File: src/rtl/pipe_stage_reg.sv
// Elastic pipeline stage register: valid/ready payload + control bundle with an
// optional 2-entry skid buffer, NOP-on-flush bubbles and saturating profiling counters.
module pipe_stage_reg #(
  parameter int unsigned DATA_WIDTH = 96,
  parameter int unsigned CTRL_WIDTH = 16,
  parameter int unsigned SKID       = 1,
  parameter int unsigned CNT_WIDTH  = 16
) (
  input  logic                  clk,
  input  logic                  rst,
  input  logic                  flush,
  input  logic                  in_valid,
  output logic                  in_ready,
  input  logic [CTRL_WIDTH-1:0] in_ctrl,
  input  logic [DATA_WIDTH-1:0] in_data,
  output logic                  out_valid,
  input  logic                  out_ready,
  output logic [CTRL_WIDTH-1:0] out_ctrl,
  output logic [DATA_WIDTH-1:0] out_data,
  output logic [1:0]            occupancy,
  output logic [CNT_WIDTH-1:0]  stall_cnt,
  output logic [CNT_WIDTH-1:0]  starve_cnt
);

  typedef enum logic [1:0] {
    EMPTY = 2'd0,
    ONE   = 2'd1,
    TWO   = 2'd2
  } state_t;

  localparam logic [CNT_WIDTH-1:0] CNT_MAX = '1;

  state_t                state;
  state_t                state_nx;
  logic [CTRL_WIDTH-1:0] main_ctrl;
  logic [DATA_WIDTH-1:0] main_data;
  logic [CTRL_WIDTH-1:0] skid_ctrl;
  logic [DATA_WIDTH-1:0] skid_data;
  logic                  push;
  logic                  pop;
  logic                  load_main;
  logic                  load_skid;
  logic                  main_from_skid;

  assign out_valid = (state != EMPTY);
  assign occupancy = state;
  assign out_ctrl  = out_valid ? main_ctrl : '0;
  assign out_data  = main_data;
  assign push      = in_valid & in_ready;
  assign pop       = out_valid & out_ready;

  // in_ready: registered from the next state with a skid buffer, otherwise
  // combinational so a full single register can still refill on a pop.
  if (SKID != 0) begin : g_skid
    logic ready_q;
    always_ff @(posedge clk) begin
      if (!rst) ready_q <= 1'b0;
      else      ready_q <= (state_nx != TWO);
    end
    assign in_ready = ready_q;
  end else begin : g_noskid
    assign in_ready = rst & (~out_valid | out_ready);
  end

  always_ff @(posedge clk) begin
    if (!rst) state <= EMPTY;
    else      state <= state_nx;
  end

  always_comb begin
    state_nx       = state;
    load_main      = 1'b0;
    load_skid      = 1'b0;
    main_from_skid = 1'b0;
    case (state)
      EMPTY: begin
        if (push) begin
          state_nx  = ONE;
          load_main = 1'b1;
        end
      end
      ONE: begin
        if (push && !pop) begin
          state_nx  = TWO;
          load_skid = 1'b1;
        end else if (push && pop) begin
          load_main = 1'b1;
        end else if (pop) begin
          state_nx = EMPTY;
        end
      end
      TWO: begin
        if (pop) begin
          state_nx       = ONE;
          main_from_skid = 1'b1;
        end
      end
      default: state_nx = EMPTY;
    endcase
    // Flush discards everything, including a push in the same cycle.
    if (flush) begin
      state_nx       = EMPTY;
      load_main      = 1'b0;
      load_skid      = 1'b0;
      main_from_skid = 1'b0;
    end
  end

  // Payload registers; cleared on reset and flush so bubbles carry a NOP.
  always_ff @(posedge clk) begin
    if (!rst || flush) begin
      main_ctrl <= '0;
      main_data <= '0;
      skid_ctrl <= '0;
      skid_data <= '0;
    end else begin
      if (load_main) begin
        main_ctrl <= in_ctrl;
        main_data <= in_data;
      end else if (main_from_skid) begin
        main_ctrl <= skid_ctrl;
        main_data <= skid_data;
      end
      if (load_skid) begin
        skid_ctrl <= in_ctrl;
        skid_data <= in_data;
      end
    end
  end

  // Profiling counters keep running through flush cycles.
  always_ff @(posedge clk) begin
    if (!rst) begin
      stall_cnt  <= '0;
      starve_cnt <= '0;
    end else begin
      if (out_valid && !out_ready && stall_cnt != CNT_MAX)
        stall_cnt <= stall_cnt + CNT_WIDTH'(1);
      if (!out_valid && out_ready && starve_cnt != CNT_MAX)
        starve_cnt <= starve_cnt + CNT_WIDTH'(1);
    end
  end

endmodule

File: config.mk
export PLATFORM = sky130hd
export DESIGN_NAME = pipe_stage_reg
export DESIGN_NICKNAME = d
export VERILOG_FILES = /design/src/rtl/pipe_stage_reg.sv
export SDC_FILE = /design/constraint.sdc
export NUM_CORES = 1
export LEC_CHECK = 0
export ABC_CLOCK_PERIOD_IN_PS = 2600
export CORE_ASPECT_RATIO = 1.25
export CORE_UTILIZATION = 53
export CTS_CLUSTER_SIZE = 28
export DETAILED_ROUTE_END_ITERATION = 8
export GPL_TIMING_DRIVEN = 0
export PLACE_DENSITY = 0.86
export SYNTH_ARGS = -nofsm -noshare
export SYNTH_HDL_FRONTEND = slang
export SYNTH_SLANG_ARGS = --single-unit
File: constraint.sdc
create_clock -name clk -period 2.6 [get_ports clk]
set_clock_uncertainty 0.1 [all_clocks]
set_input_delay 0.26 -clock clk [delete_from_list [all_inputs] [get_ports clk]]
set_output_delay 0.26 -clock clk [all_outputs]
set_load 0.1 [all_outputs]
* Yosys cells after proc, flatten, opt, wreduce, memory -nomap -nowiden
Cells that the tools add are included.
** Operators by class
- Divide/modulo/power cells :: 0
- Shifts and indexed selects :: 0
- $lt $le $gt $ge :: 0
- Equality and inequality tests :: 5
- $mul :: 0
- Bitwise operators :: 2
- Reduce and logical (&&, ||, !) cells :: 14
- Add/sub/neg operators :: 2
- Mux-type cells :: 23
** Operator list (number)
- two-way mux 96 bit :: 2
- two-way mux 16 bit :: 3
- adder 16 x 1 -> 16 bit (second input constant) :: 2
- != test 16 bit (second input constant) :: 2
- two-way mux 2 bit :: 6
- two-way mux 1 bit :: 10
- logical AND 1 bit :: 6
- one-hot mux 2 bit (3 select lines) :: 1
- zero test 1 bit :: 4
- nonzero test 2 bit :: 2
- AND 1 bit :: 2
- equality test 2 x 1 -> 1 bit (second input constant) :: 1
- equality test 2 bit (second input constant) :: 1
- zero test 2 bit :: 1
- != test 2 bit (second input constant) :: 1
- one-hot mux 1 bit (2 select lines) :: 1
- logical OR 1 bit :: 1
** Word-level totals
- Memory bits (writable) :: 0
- Latch bits :: 0
- Memories :: 0
- Register bits :: 259
- Word-level logic and storage cells :: 54
- Output and inout bits :: 148
- ROM bits :: 0

* Logic depth before layout (Yosys ltp)
- Depth in word-level cells :: 8
- Gate-level depth with buffers :: 8
- Depth with buffers taken out :: 5

* Worst setup path after synthesis
Ideal clock, no wire load.
- Kind :: reg-to-output
- From :: register state[1] (netlist: occupancy[1])
- To :: output out_ctrl[10]
- Data required time :: 2.240 ns
- Stages on the path, launching flop included :: 5
- Buffers on the path :: 2
- Setup slack :: -0.697 ns
- Arrival time :: 2.937 ns
- Path through :: dfxtp_1 > buf_4 > nor2_2 > clkbuf_1 > nor2b_1
** On the way
- Cells in the longest elaborated chain, start to end :: 2
** RTL lines
- start, declared :: RTL line 33 : state_t state;
- start signal, assigned :: RTL line 67 : else state <= state_nx;
- nonzero test 2 bit :: RTL line 45 : assign out_valid = (state != EMPTY);
- two-way mux 16 bit :: RTL line 47 : assign out_ctrl = out_valid ? main_ctrl : '0;
- end, declared :: RTL line 18 : output logic [CTRL_WIDTH-1:0] out_ctrl,
Every way passes these cells.

* Worst setup path after layout
- From :: register state[1] (netlist: occupancy[1])
- To :: output out_ctrl[4]
Same word-level chain as after synthesis.

==> summary.txt <==
Floorplan
  – Die X-Extent: between 100 and 150 um
  – Die area: 20800 um2
  – Starting density of the core: 54.5%
  – # IOs: roughly 270
  – Die height: 161 um
  – Core Region: around 20000 um2
  – Row count: 57

CTS
  – CTS tree: done
  – Setup bufs post-CTS: 0
  – Skew-Pair Late Insertion Delay: approximately 0.53 ns
  – CTS max path bufs: 3
  – Root buf cell: clkbuf_16
  – Clock sink total: 259
  – CTS buffer count: 25
  – CTS H-tree depth: 1
  – Worst-path clk slew: ~0.070 ns

STA
  – F_max: approximately 390 MHz
  – RSZ-0062 raised after global routing: false
  – Tmin final: about 2.6 ns
  – Rel. slew slack: between 20% and 30%
  – Final Hold Fails: 0
  – Final setup violation count: 0
  – Tcrit/Tclk final: 98.5%
  – Pins Over Slew Limit: 0
  – Tightest Pin Transition: around 1.1 ns

Route
  – Via density: ~5.7
  – Detailed-route DRC error count: 0
  – Post-Route WL: 31.4 mm
  – Antenna Nets Post-Route: 0
  – Drt first pass iters: 5
  – DR vias: slightly above 10000
  – Max Used Layer: met4
  – DR iter-0 viols: 518
  – Met2 WL: between 15 and 20 mm
  – Metal1 wirelength: 12.3 mm
  – Met3 routed WL: approximately 2.2 mm
  – Wire per inst: 17.6 um

Synthesis
  – Most frequent cells after synthesis: dfxtp_1 (259), nand2_1 (243), a21oi_1 (135)
  – Area leader, netlist: dfxtp_1
  – Post-synth EDFFs: 0
  – Synth area leaders: dfxtp_1 (48%), mux2i_1 (11%), nand2_1 (8.5%)
  – Syn Inst Count: ~1200
  – Main synth FF type: dfxtp_1
  – Seq cells post-synth: ~260
  – Cell area after synthesis: approximately 11000 um2
  – Most common cell in the netlist: dfxtp_1
  – Register area share after synthesis: about 48%
  – Synth Warn #: 0
  – Cell variety after synth: 46
  – Share of flip-flops with an asynchronous set or reset: 0%
  – Syn avg cell area: around 8.9 um2
  – Syn_nets: about 1300
  – Share of the synthesized area in the top cell type: 48.5%

Global route
  – Vias in the first global route: ~10000
  – Gr usage total: around 30%
  – Initial antenna violation count: 3
  – First-pass GRT wire length: about 50 mm
  – Largest net degree at the start of global routing: 16
  – GRT overflow: 0

Placed design
  – Port bufs: about 260
  – DP HPWL: between 20 and 25 mm
  – Routability cong.: roughly 0.9
  – Placed cell area: approximately 14000 um2

Finish
  – Share of cells above drive strength 1: under 10%
  – # fillers: between 1000 and 1500
  – Final Cell Area: approximately 15000 um2
  – Fin util: 74.3%
  – Area grow syn2layout: 36.3%
  – Nets: roughly 1600

Setup path
  – CP required: between 2 and 2.5 ns
  – CP max stage cell: dlygate4sd2_1
  – CP Cell Sequence: buf_4, nor2_4, nor2b_1, dlygate4sd2_1
  – Crit path launch type: flop
  – Slowest cell delay on critical path: approximately 0.88 ns
  – Worst EP arrival: approximately 2.2 ns
  – Crit Path Class: flop to output port
  – CP max FO: 10
  – Crit path capture type: output port

Power and ir drop
  – Pwr Density: 600 nW/um2
  – P_leak: approximately 4.7 nW
  – Worst vdd ir: 0.521 mV

Run
  – Maxcap violations: 0

Min path
  – Hold Crit Class: input port to flop

Status
  – Status: finished clean
==> layer usage <==
metal  GRT usage, %  up-vias
met5              0        -
met4           14.5        0
met3           5.26       96
met2           51.7      400
met1           35.6     4826
li1               -     4817
==> layout make-up <==
cell class / count / area (um2) / area share [%]
Sequential cell: 259 / 5190 / 35.6
Inverter: 6 / 22.5 / 0.154
Clock buffer: 33 / 706 / 4.84
Multi-Input combinational cell: 848 / 5010 / 34.4
Buffer: 95 / 515 / 3.54
Tap cell: 265 / 332 / 2.27
Clock inverter: 9 / 149 / 1.02
Antenna cell: 3 / 7.51 / 0.0515
Timing Repair Buffer: 264 / 2640 / 18.1
==> repair_timing <==
item                       in CTS  in global routing
hold buffers                    1                  0
setup endpoints to repair      17                  2
resized for setup              40                  3
pin swaps                       0                  0
hold endpoints to repair        2                  0
==> cell usage in the layout (no fill, tap or decap), drive strengths merged, types with 7 or more instances in the layout <==
cell and instances:
or4 12, or3 8, clkdlybuf4s50 246, nand2 244
clkbuf 71, nor2 119, inv 7, o21ai 8
clkdlybuf4s15 11, mux2i 119, a21oi 135, nor2b 16
dfxtp 259, nand4 12, nand3 7, a211oi 112
buf 58, o31ai 12
==> power by group <==
part	leakage (nW)	total [mW]	internal, mW	switching (mW)
logic	2.15	0.876	0.304	0.572
registers	2.09	4.05	4.01	0.0333
clock network	0.424	3.83	2.29	1.54
total	4.67	8.75	6.61	2.14
==> state kept, by name (all words and copies together), names as in the netlist <==
| signal | cells |
|---|---|
| skid_data | 96 |
| stall_cnt | 16 |
| in_ready | 1 |
| occupancy | 2 |
| main_ctrl | 16 |
| skid_ctrl | 16 |
| starve_cnt | 16 |
| out_data | 96 |
==> kinds of logic after synthesis <==
logic type	synth area share, %
adder cells (fa/ha/maj)	0.234
AO/OA/AOI/OAI	16.7
AND/OR/NAND/NOR	18.4
multiplexers	11.1
XOR/XNOR	0.0819
buffers and inverters	4.99
flip-flops	48.5
==> metrics by stage <==
step | total power [mW] | setup TNS [ns] | worst slack, ns | hold WS [ns] | cells
after detailed placement | 5.00 | -14.49 | -0.424 | 0.347 | 1736
final | 8.75 | 0 | 0.0386 | 0.211 | 1782
after global placement | 4.99 | -12.26 | -0.387 | 0.341 | 1736
after global routing | 9.01 | 0 | 0.00433 | 0.214 | 1781
after floorplan | 4.63 | -0.870 | -0.124 | 0.231 | 1208
after CTS | 8.78 | 0 | 0.0348 | 0.195 | 1779
==> final timing paths <==
kind | from | cells after the start | slack (ns) | end
worst max-delay path | occupancy[1]$_SDFF_PN0_ | 4 | 0.04 | out_ctrl[4]
worst min-delay path | in_data[86] | 3 | 0.21 | skid_data[86]$_SDFFE_PP0P_
worst max register to register | occupancy[1]$_SDFF_PN0_ | 7 | 0.38 | skid_data[90]$_SDFFE_PP0P_
worst min register to register | skid_data[2]$_SDFFE_PP0P_ | 2 | 0.35 | skid_data[2]$_SDFFE_PP0P_
==> worst max-delay path: cells and delay by family, from the launching register on <==
| kind | cells | cell delay [ns] |
|---|---|---|
| buffers and inverters | 2 | 1.06 |
| flip-flops | 1 | 0.34 |
| AND/OR/NAND/NOR | 2 | 0.29 |
(Power assumes the default switching activity.)
